$ cat config.mk
export PLATFORM = sky130hd
export DESIGN_NAME = cl_timing_gen_mt
export DESIGN_NICKNAME = d
export VERILOG_FILES = /design/src/rtl/cl_timing_pkg.sv /design/src/rtl/cl_pattern_gen.sv /design/src/rtl/cl_timing_gen_mt.sv
export SDC_FILE = /design/constraint.sdc
export NUM_CORES = 1
export LEC_CHECK = 0
export CORE_ASPECT_RATIO = 1.75
export CORE_MARGIN = 2
export CORE_UTILIZATION = 30
export CTS_CLUSTER_DIAMETER = 80
export DETAILED_ROUTE_END_ITERATION = 8
export PLACE_DENSITY = 0.6
export SLEW_MARGIN = 20
export SYNTH_ARGS = -nofsm -noshare
export SYNTH_HDL_FRONTEND = slang
export SYNTH_SLANG_ARGS = --single-unit
$ cat constraint.sdc
create_clock -name clk -period 3.32 [get_ports clk]
set_input_delay 0.664 -clock clk [delete_from_list [all_inputs] [get_ports clk]]
set_output_delay 0.664 -clock clk [all_outputs]
set_load 0.02 [all_outputs]
$ cat src/rtl/cl_timing_pkg.sv
`default_nettype none
// ============================================================================
//  Module      : cl_timing_pkg
//  Description : Shared types and constants for the CameraLink multi-tap
//                test-timing generator: sequencer state encoding and
//                test-pattern mode codes.
//  Revision    : 1.0  initial release
// ============================================================================
package cl_timing_pkg;

    typedef enum logic [2:0] {
        ST_IDLE   = 3'd0,
        ST_INTEG  = 3'd1,
        ST_HBLANK = 3'd2,
        ST_READ   = 3'd3,
        ST_VBLANK = 3'd4,
        ST_END    = 3'd5
    } state_t;

    localparam logic [1:0] c_MODE_FCNT  = 2'd0;  // running pixel count across the frame
    localparam logic [1:0] c_MODE_XRAMP = 2'd1;  // x coordinate
    localparam logic [1:0] c_MODE_YRAMP = 2'd2;  // y coordinate
    localparam logic [1:0] c_MODE_CONST = 2'd3;  // programmed constant

endpackage : cl_timing_pkg
`default_nettype wire

$ cat src/rtl/cl_pattern_gen.sv
`default_nettype none
// ============================================================================
//  Module      : cl_pattern_gen
//  Description : Registered TAPS-lane test-pattern datapath. Updates dout
//                once per READ beat; holds its last value otherwise.
//  Ports       : clk, rst_n      clock / async active-low reset
//                frame_start     high while the sequencer integrates
//                beat            high for each READ beat
//                mode, const_val pattern select and constant value
//                x, y            x of tap 0 and line index of this beat
//                dout            TAPS*DW packed pixels, tap 0 in low bits
//  Revision    : 1.0  initial release
// ============================================================================
module cl_pattern_gen
    import cl_timing_pkg::*;
#(
    parameter int DW   = 16,
    parameter int TAPS = 2,
    parameter int CW   = 16
) (
    input  logic                 clk,
    input  logic                 rst_n,
    input  logic                 frame_start,
    input  logic                 beat,
    input  logic [1:0]           mode,
    input  logic [DW-1:0]        const_val,
    input  logic [CW-1:0]        x,
    input  logic [CW-1:0]        y,
    output logic [TAPS*DW-1:0]   dout
);

    localparam logic [DW-1:0] c_TAPS_DW = DW'(TAPS);

    // Frame-wide pixel counter: advancing by TAPS per beat across all lines
    // yields y*W + x without a multiplier, since W is a multiple of TAPS.
    logic [DW-1:0]        r_acc;
    logic [DW-1:0]        w_x;
    logic [DW-1:0]        w_y;
    logic [TAPS*DW-1:0]   w_dout_next;

    assign w_x = DW'(x);
    assign w_y = DW'(y);

    generate
        for (genvar k = 0; k < TAPS; k++) begin : g_lane
            localparam logic [DW-1:0] c_K = DW'(k);
            assign w_dout_next[k*DW +: DW] =
                (mode == c_MODE_FCNT)  ? (r_acc + c_K) :
                (mode == c_MODE_XRAMP) ? (w_x + c_K)   :
                (mode == c_MODE_YRAMP) ? w_y           :
                                         const_val;
        end
    endgenerate

    always_ff @(posedge clk or negedge rst_n) begin
        if (!rst_n) begin
            r_acc <= '0;
            dout  <= '0;
        end else begin
            if (frame_start) begin
                r_acc <= '0;
            end else if (beat) begin
                r_acc <= r_acc + c_TAPS_DW;
            end
            if (beat) begin
                dout <= w_dout_next;
            end
        end
    end

endmodule : cl_pattern_gen
`default_nettype wire

$ cat src/rtl/cl_timing_gen_mt.sv
`default_nettype none
// ============================================================================
//  Module      : cl_timing_gen_mt
//  Description : Multi-tap CameraLink test-timing generator. Sequences
//                integration, horizontal/vertical blanking and readout and
//                emits FVAL/LVAL/DVAL with TAPS test pixels per clock.
//  Ports       : clk, rst_n          clock / async active-low reset
//                sys_en              run request (level)
//                cfg_*               geometry, blanking, integration,
//                                    pattern and framing configuration
//                busy, cfg_err       sequencer status
//                frame_valid, line_valid, data_valid   video strobes
//                dout                TAPS*DW pixels, tap 0 = lowest x
//                line_cnt, pixel_cnt coordinates aligned with dout
//                frame_cnt, frame_done  completed-frame count / pulse
//  Revision    : 1.0  initial release
// ============================================================================
module cl_timing_gen_mt
    import cl_timing_pkg::*;
#(
    parameter int DW   = 16,
    parameter int TAPS = 2,
    parameter int CW   = 16,
    parameter int IW   = 24
) (
    input  logic                 clk,
    input  logic                 rst_n,
    input  logic                 sys_en,
    input  logic [CW-1:0]        cfg_w,
    input  logic [CW-1:0]        cfg_h,
    input  logic [CW-1:0]        cfg_hblank,
    input  logic [CW-1:0]        cfg_vblank,
    input  logic [IW-1:0]        cfg_integ,
    input  logic [1:0]           cfg_mode,
    input  logic [DW-1:0]        cfg_const,
    input  logic                 cfg_cont,
    output logic                 busy,
    output logic                 cfg_err,
    output logic                 frame_valid,
    output logic                 line_valid,
    output logic                 data_valid,
    output logic [TAPS*DW-1:0]   dout,
    output logic [CW-1:0]        line_cnt,
    output logic [CW-1:0]        pixel_cnt,
    output logic [15:0]          frame_cnt,
    output logic                 frame_done
);

    localparam int            c_TW    = (IW > CW) ? IW : CW;
    localparam int            c_TSH   = $clog2(TAPS);
    localparam logic [CW-1:0] c_TMASK = CW'(TAPS - 1);

    state_t            r_state;
    state_t            w_next;
    logic [c_TW-1:0]   r_tmr;
    logic [c_TW-1:0]   w_tmr_load;
    logic [CW-1:0]     r_beat;
    logic [CW-1:0]     r_line;

    // Per-frame shadow copies of the configuration.
    logic [CW-1:0]     r_w;
    logic [CW-1:0]     r_h;
    logic [CW-1:0]     r_hblank;
    logic [CW-1:0]     r_vblank;
    logic [1:0]        r_mode;
    logic [DW-1:0]     r_const;
    logic              r_cont;

    logic              w_geom_ok;
    logic              w_tmr_zero;
    logic              w_last_line;
    logic              w_enter_integ;
    logic              w_err_set;
    logic              w_err_clr;

    assign w_geom_ok     = (cfg_w != '0) && (cfg_h != '0) && ((cfg_w & c_TMASK) == '0);
    assign w_tmr_zero    = (r_tmr == '0);
    assign w_last_line   = (r_line == (r_h - 1'b1));
    assign w_enter_integ = (w_next == ST_INTEG) && (r_state != ST_INTEG);

    // ------------------------------------------------------------------
    // Sequencer
    // ------------------------------------------------------------------
    always_ff @(posedge clk or negedge rst_n) begin
        if (!rst_n) begin
            r_state <= ST_IDLE;
        end else begin
            r_state <= w_next;
        end
    end

    always_comb begin
        w_next    = r_state;
        w_err_set = 1'b0;
        w_err_clr = 1'b0;
        case (r_state)
            ST_IDLE: begin
                if (sys_en) begin
                    if (w_geom_ok) begin
                        w_next    = ST_INTEG;
                        w_err_clr = 1'b1;
                    end else begin
                        w_err_set = 1'b1;
                    end
                end
            end
            ST_INTEG: begin
                if (w_tmr_zero) w_next = ST_HBLANK;
            end
            ST_HBLANK: begin
                if (w_tmr_zero) w_next = ST_READ;
            end
            ST_READ: begin
                if (w_tmr_zero) begin
                    if (!w_last_line)          w_next = ST_HBLANK;
                    else if (r_vblank == '0)   w_next = ST_END;
                    else                       w_next = ST_VBLANK;
                end
            end
            ST_VBLANK: begin
                if (w_tmr_zero) w_next = ST_END;
            end
            ST_END: begin
                // Continuous restart re-checks the live geometry because it
                // is about to be latched for the next frame.
                if (r_cont && sys_en) begin
                    if (w_geom_ok) begin
                        w_next    = ST_INTEG;
                        w_err_clr = 1'b1;
                    end else begin
                        w_next    = ST_IDLE;
                        w_err_set = 1'b1;
                    end
                end else begin
                    w_next = ST_IDLE;
                end
            end
            default: w_next = ST_IDLE;
        endcase
    end

    // Down-counter holds the remaining cycles of the current state minus one;
    // it is reloaded on every state change for the state being entered.
    always_comb begin
        w_tmr_load = '0;
        case (w_next)
            ST_INTEG:  w_tmr_load = (cfg_integ == '0) ? '0 : c_TW'(cfg_integ - 1'b1);
            ST_HBLANK: w_tmr_load = (r_hblank == '0) ? '0 : c_TW'(r_hblank - 1'b1);
            ST_READ:   w_tmr_load = c_TW'((r_w >> c_TSH) - 1'b1);
            ST_VBLANK: w_tmr_load = c_TW'(r_vblank - 1'b1);
            default:   w_tmr_load = '0;
        endcase
    end

    always_ff @(posedge clk or negedge rst_n) begin
        if (!rst_n) begin
            r_tmr    <= '0;
            r_beat   <= '0;
            r_line   <= '0;
            r_w      <= '0;
            r_h      <= '0;
            r_hblank <= '0;
            r_vblank <= '0;
            r_mode   <= '0;
            r_const  <= '0;
            r_cont   <= 1'b0;
            cfg_err  <= 1'b0;
        end else begin
            if (w_next != r_state) begin
                r_tmr <= w_tmr_load;
            end else if (!w_tmr_zero) begin
                r_tmr <= r_tmr - 1'b1;
            end

            if ((w_next == ST_READ) && (r_state != ST_READ)) begin
                r_beat <= '0;
            end else if (r_state == ST_READ) begin
                r_beat <= r_beat + 1'b1;
            end

            if (w_enter_integ) begin
                r_line <= '0;
            end else if ((r_state == ST_READ) && (w_next != ST_READ)) begin
                r_line <= r_line + 1'b1;
            end

            if (w_enter_integ) begin
                r_w      <= cfg_w;
                r_h      <= cfg_h;
                r_hblank <= cfg_hblank;
                r_vblank <= cfg_vblank;
                r_mode   <= cfg_mode;
                r_const  <= cfg_const;
                r_cont   <= cfg_cont;
            end

            if (w_err_set) begin
                cfg_err <= 1'b1;
            end else if (w_err_clr) begin
                cfg_err <= 1'b0;
            end
        end
    end

    // ------------------------------------------------------------------
    // Registered outputs, one cycle behind the sequencer state
    // ------------------------------------------------------------------
    always_ff @(posedge clk or negedge rst_n) begin
        if (!rst_n) begin
            busy        <= 1'b0;
            frame_valid <= 1'b0;
            line_valid  <= 1'b0;
            data_valid  <= 1'b0;
            line_cnt    <= '0;
            pixel_cnt   <= '0;
            frame_cnt   <= '0;
            frame_done  <= 1'b0;
        end else begin
            busy        <= (r_state != ST_IDLE);
            frame_valid <= (r_state == ST_HBLANK) || (r_state == ST_READ);
            line_valid  <= (r_state == ST_READ);
            data_valid  <= (r_state == ST_READ);
            frame_done  <= (r_state == ST_END);

            if (r_state == ST_INTEG) begin
                line_cnt  <= '0;
                pixel_cnt <= '0;
            end else if (r_state == ST_READ) begin
                line_cnt  <= r_line;
                pixel_cnt <= r_beat << c_TSH;
            end

            if (r_state == ST_END) begin
                frame_cnt <= frame_cnt + 1'b1;
            end
        end
    end

    cl_pattern_gen #(
        .DW   (DW),
        .TAPS (TAPS),
        .CW   (CW)
    ) u_pattern (
        .clk         (clk),
        .rst_n       (rst_n),
        .frame_start (r_state == ST_INTEG),
        .beat        (r_state == ST_READ),
        .mode        (r_mode),
        .const_val   (r_const),
        .x           (r_beat << c_TSH),
        .y           (r_line),
        .dout        (dout)
    );

endmodule : cl_timing_gen_mt
`default_nettype wire

==> results.json, run 1 <==
{
  "ir_drop_mv": 0.3163,
  "fp-row-count": 98,
  "floorplan.initialDensity": 0.3040,
  "final_common_cell": "nand2_1",
  "slew_violations": 0,
  "maxSlewHeadroom": 0.4175,
  "fin_area_mm2": 0.01710,
  "grt_pass1_vias": 11370,
  "synthesis.area_mm2": 0.01241,
  "place.gp.congestion": 0.9027,
  "antenna_found_initial": 1,
  "min_period_ps": 3393,
  "insertion_delay_ps": 540,
  "syn_inst": 1358,
  "cp_max_fo": 4,
  "dieWidth_um": 157.8,
  "p_leak_nw": 7.745,
  "ys_warn_count": 0,
  "grt_usage": 0.1819,
  "powerDensity_mw_per_mm2": 393.0,
  "dr_total_vias": 11070,
  "worstMarginPinSlew_ps": 873.8,
  "startpoint_type": "flip-flop",
  "cts.path.max_buffers": 3,
  "dieHeight_um": 273.1,
  "synth_largest_area_cell": "dfrtp_1",
  "grt_overflow": 0,
  "first_iter_violations": 501,
  "arrival_ps": 3800,
  "ant_nets": 0,
  "violations": "setup timing",
  "cp_data_required_time_ps": 3730,
  "drt-total-wl_um": 39470,
  "hpwl_um": 29980,
  "place_area_mm2": 0.01584,
  "drv_cap": 0,
  "final_nets": 1783,
  "ios": 196,
  "cts_tree": "yes",
  "syn_nets": 1480,
  "fillers": 4053,
  "dieArea_mm2": 0.04309,
  "setup_ws_ps": -73.42,
  "final_core_util": 0.4187,
  "endpoint_kind": "flip-flop",
  "synth_flop_cell": "dfrtp_1",
  "crit_type": "flip-flop to flip-flop",
  "ys_seq_area_frac": 0.4777,
  "cts_buffers": 24,
  "clk_pin_slew_ps": 70,
  "port_buffers": 194,
  "h-tree-depth": 1,
  "wire_per_inst_um": 17.70,
  "ys_async_sr_fraction": 1.000,
  "rsz0062_at_grt": "true",
  "ys_types": 69,
  "status": "complete, but fails checks",
  "avgSynthCellArea_um2": 9.142,
  "yosys-top-cells-area": "dfrtp_1, nand2_1, xnor2_1",
  "final_cell_mix": "nand2_1, dfrtp_1, clkdlybuf4s50_1, buf_4, nor2_1",
  "cts_root_buf": "clkbuf_16",
  "hp-class": "input pin to async pin",
  "finalHoldViolations": 0,
  "syn_to_final_growth_pct": 37.70,
  "clock_skew_ps": 20.55,
  "avgViaCountPerCell": 4.963,
  "drc": 0,
  "timing.final.crit_share": 1.022,
  "finalSetupViolCount": 23,
  "max_freq_ghz": 0.2947,
  "synth_edf_count": 0,
  "drive_above_1_share": 0.1644,
  "dr.pass1.iters": 5,
  "synth_top_area_share": 0.4777,
  "grt_first_pass_wirelength_um": 61480,
  "core_area_mm2": 0.04083,
  "ys_seq_elements": 237,
  "cts.sinks": 237,
  "grt_max_degree": 100
}
[where the power goes]
group          internal (W)  switching, W
clock network       0.00159       0.00124
logic              0.000428      0.000377
registers           0.00299     0.0000898
[layer usage]
metal	part of all wire	wire (µm)	global-route usage	vias to the layer above
li1	-	-	-	5308
met1	0.37	14410	0.1929	5411
met2	0.56	21970	0.3535	269
met3	0.035	1373	0.01840	80
met4	0.043	1710	0.08110	0
met5	0	0	0	-
[path summary, 6_finish.rpt]
| check | slack (ps) | startpoint | depth (start not counted) | endpoint |
|---|---|---|---|---|
| setup / recovery | -70 | r_h[0]$_DFFE_PN0P_ | 14 | r_tmr[19]$_DFFE_PN0P_ |
| hold / removal | 130 | rst_n | 1 | u_pattern.dout[12]$_DFFE_PN0P_ |
| setup reg to reg | -70 | r_h[0]$_DFFE_PN0P_ | 14 | r_tmr[19]$_DFFE_PN0P_ |
| hold reg to reg | 470 | u_pattern.dout[6]$_DFFE_PN0P_ | 2 | u_pattern.dout[6]$_DFFE_PN0P_ |
| max in group asynchronous | 2280 | rst_n | 2 | r_state[0]$_DFF_PN0_ |
| min in group clk | 470 | u_pattern.dout[6]$_DFFE_PN0P_ | 2 | u_pattern.dout[6]$_DFFE_PN0P_ |
[state kept, by name, summed over array words and instances (netlist names)]
name             count
busy                 1
cfg_err              1
data_valid           1
frame_cnt           16
frame_done           1
frame_valid          1
line_cnt            16
pixel_cnt           15
r_beat              15
r_const             16
r_cont               1
r_h                 16
r_hblank            16
r_line              16
r_mode               2
r_state              3
r_tmr               24
r_vblank            16
r_w                 15
u_pattern.dout      30
u_pattern.r_acc     15
[layout make-up]
class	instances	area [µm²]	area share
multi-input combinational	1030	6360	0.3720
sequential	237	5932	0.3470
antenna	1	2.502	0.0001464
clock inverter	16	167.7	0.009808
timing repair buffer	346	3207	0.1876
clock buffer	28	655.6	0.03835
tap	550	688.2	0.04025
inverter	22	82.58	0.004831
[per-stage QoR]
stage	TNS (ps)	hold slack, ps	instances	power [W]	worst slack, ps
after floorplan	0	368.4	1358	0.003430	3.894
after global placement	-8536	454.7	2169	0.003875	-358.1
after detailed placement	-11090	458.0	2169	0.003886	-384.5
after CTS	-450.3	167.1	2224	0.006761	-34.79
after global routing	-4298	197.1	2230	0.006998	-195.3
final	-1273	125.1	2230	0.006718	-73.42
[cells in the mapped netlist (6+ instances only)]
master,instances
a221oi_1,9
clkbuf_1,47
mux4_2,15
dfrtp_1,237
buf_1,11
mux2i_1,13
and3_1,11
ha_1,12
xnor2_1,66
nand3_1,51
or3_1,16
or4_1,16
xor2_1,55
nor3b_1,6
o22ai_1,27
nand4_1,14
a21oi_1,11
nand2b_1,11
nor4_1,30
nand2_1,375
o21ai_0,52
nor3_1,35
nor2_1,94
a22o_1,32
inv_1,22
[critical path, stage by stage (launching register included)]
cell       delay [ps]
dfrtp_1           380
inv_2              80
ha_4              130
or4b_4            460
or3_4             350
or4_4             420
a22oi_2           210
nand4_4           140
buf_6             160
nor4_4            210
o211ai_1          150
o21bai_2          200
buf_6             160
clkbuf_16         150
o22ai_2            60
[what timing repair did]
item | 4_1_cts | 5_1_grt
hold buffers | 0 | 0
cloned | 1 | 1
endpoints found under the setup margin | 25 | 31
setup buffers | 10 | 4
pin swaps | 2 | 9
resized for setup | 23 | 27
[logic make-up (layout without fill, tap and decap cells)]
kind of cell             after synthesis  after routing  share of synthesized area
multiplexers                          31             31                    0.04041
XOR/XNOR                             122            122                    0.08718
other                                  1              2                  0.0003021
flip-flops                           237            237                     0.4777
AO/OA/AOI/OAI                        172            172                    0.09877
AND/OR/NAND/NOR                      692            692                     0.2531
adder cells (fa/ha/maj)               12             12                    0.01209
buffers and inverters                 91            412                    0.03044
Note: power is estimated with default switching activity, not from simulation.
==> inputs of run 2 (changes only) <==
GPL_ROUTABILITY_DRIVEN = 0   (was default)
==> run 2 against run 1 <==
Against the previous run: the run still ends with setup timing left; worst setup slack got worse by 53 ps; cell count fell by 0.99%; wire length barely moved; register-to-register slack worse by 50 ps; clock power fell by 8.5%; first-iteration DRC count rose by 3.8%; combinational power increased by 2%; count of clock-buffer cells in the layout up 1; sequential power hardly changed; fmax shrank 1.5%; global-route usage is 0.11 points lower.
==> results.json, run 2 (same netlist as run 1, synthesis figures left out) <==
{
  "cts.sinks": 237,
  "busiest_layer": "met2",
  "arrival_ps": 3900,
  "cellInternalPower_w": 0.004836,
  "maxSlewHeadroom": 0.4318,
  "holdBufCountCts": 0,
  "antenna_found_initial": 0,
  "hpwl_um": 29720,
  "cts.path.max_buffers": 3,
  "ir_drop_mv": 0.3141,
  "ff2ff_path_depth": 14,
  "drive_above_1_share": 0.1592,
  "grt_overflow": 0,
  "p_clk_frac": 0.399,
  "setup_ws_ps": -126.5,
  "core_area_mm2": 0.04083,
  "ios": 196,
  "r2r_slack_ps": -130,
  "hp-class": "input pin to async pin",
  "grt_first_pass_wirelength_um": 61130,
  "grt_pass1_vias": 11240,
  "dp.cells": 2150,
  "p_comb_frac": 0.126,
  "gr-usage-met3": 0.01951,
  "syn_to_final_growth_pct": 37.23,
  "largest_register_ffs": 30,
  "fillers": 4044,
  "cp_data_required_time_ps": 3770,
  "powerDensity_mw_per_mm2": 381.1,
  "min_period_ps": 3446,
  "violations": "setup timing",
  "clock_skew_ps": 22.49,
  "finalSetupViolCount": 24,
  "dr_total_vias": 11070,
  "cp_max_fo": 5,
  "worstMarginPinSlew_ps": 852.3,
  "timing.rr.start": "r_h[1]$_DFFE_PN0P_",
  "insertion_delay_ps": 550,
  "grt_max_degree": 106,
  "startpoint_type": "flip-flop",
  "multiInputGateArea_mm2": 0.006479,
  "crit_type": "flip-flop to flip-flop",
  "swShare": 0.2550,
  "first_iter_violations": 520,
  "drc": 0,
  "wire_per_inst_um": 17.87,
  "dr.pass1.iters": 5,
  "rr_endpoint": "r_tmr[7]$_DFFE_PN0P_",
  "cts_buffers": 23,
  "cts_root_buf": "clkbuf_16",
  "timing.hold.ws_ps": 79.62,
  "top_regs": "u_pattern.dout x30, r_tmr x24",
  "sequentialPowerShare": 0.475,
  "finalHoldViolations": 0,
  "grt_usage": 0.1808,
  "top_register": "u_pattern.dout",
  "clk_pin_slew_ps": 70,
  "diodes": 0,
  "slew_violations": 0,
  "seq_area_mm2": 0.005932,
  "fp-row-count": 98,
  "h-tree-depth": 1,
  "grtUsageMet2": 0.3457,
  "timing.final.crit_share": 1.038,
  "p_leak_nw": 7.646,
  "dieArea_mm2": 0.04309,
  "max_freq_ghz": 0.2902,
  "endpoint_kind": "flip-flop",
  "floorplan.initialDensity": 0.3040,
  "final_common_cell": "nand2_1",
  "status": "complete, but fails checks",
  "ant_nets": 0,
  "drt-total-wl_um": 39460,
  "finalSetupTns_ps": -1968,
  "cts_tree": "yes",
  "avgViaCountPerCell": 5.013,
  "dieWidth_um": 157.8,
  "final_nets": 1764,
  "fin_cells": 2208,
  "use_met1": 0.1894,
  "total_power_w": 0.006492,
  "p_switching_w": 0.001655,
  "drv_cap": 0,
  "final_cell_mix": "nand2_1, dfrtp_1, clkdlybuf4s50_1, buf_4, nor2_1",
  "port_buffers": 194,
  "rsz0062_at_grt": "true",
  "dpl_worst_slack_ps": -404.6,
  "dieHeight_um": 273.1
}
## run 2: changes by cell type in the layout (fill, tap and decap cells not counted), moves of 2 or more
cell / change
a221oi_2: -2
a221oi_4: +2
buf_12: +2
buf_4: -22
clkbuf_1: +4
clkbuf_8: -2
clkinv_4: -2
o22ai_1: -9
o22ai_2: +9
## run 2: metrics by stage
step                cell area (µm²)    util
floorplan                     12430       -
global placement              15710  0.3848
detailed placement            15710  0.3848
CTS                           16690  0.4087
global route                  17040  0.4172
finish                        17040  0.4172
## run 2: critical path, stage by stage, from the launching register on
cell       delay (ps)
dfrtp_1           390
inv_2              80
ha_4              120
or4b_4            460
or3_4             360
or4_4             420
a22oi_2           240
nand4_4           160
buf_6             170
o21a_4            220
nor2_4            150
o21bai_4          100
buf_6             150
clkbuf_16         150
o22ai_1           170
## run 2: final cells by class
| class | instances | share of cell area |
|---|---|---|
| multi-input combinational | 1030 | 0.3803 |
| tap | 550 | 0.04039 |
| inverter | 22 | 0.004847 |
| clock buffer | 29 | 0.03628 |
| sequential | 237 | 0.3482 |
| clock inverter | 12 | 0.006757 |
| timing repair buffer | 328 | 0.1832 |
## run 2: how the worst max path moves through the flow
stage	start	to	slack, ps	cells after the start
finish	r_h[1]$_DFFE_PN0P_	r_tmr[7]$_DFFE_PN0P_	-130	14
global route	r_h[1]$_DFFE_PN0P_	r_tmr[7]$_DFFE_PN0P_	-230	14
CTS	r_h[1]$_DFFE_PN0P_	r_tmr[12]$_DFFE_PN0P_	-50	14
detailed placement	cfg_h[9]	r_tmr[23]$_DFFE_PN0P_	-400	13
global placement	cfg_h[9]	r_tmr[23]$_DFFE_PN0P_	-290	13
floorplan	r_h[0]$_DFFE_PN0P_	r_tmr[12]$_DFFE_PN0P_	4	11
## run 2: layer usage
layer  vias to the layer above  share of wire
met5                         -              0
met4                         0          0.058
met3                        97          0.034
met2                       274           0.54
met1                      5434           0.36
li1                       5264              -
## run 2: what timing repair did
action,CTS,global route
gates cloned,1,2
pin swaps,7,16
hold endpoints to repair,0,0
resized for setup,28,44
setup buffers,8,6
setup endpoints to repair,24,29
## run 2: power groups by stage
stage	Clock (W)	Combinational, W	Sequential, W
final	0.00259	0.000818	0.00308
after global routing	0.00278	0.000889	0.00310
after CTS	0.00268	0.000765	0.00308
after detailed placement	0	0.000744	0.00314
after global placement	0	0.000731	0.00313
after floorplan	0	0.000300	0.00313
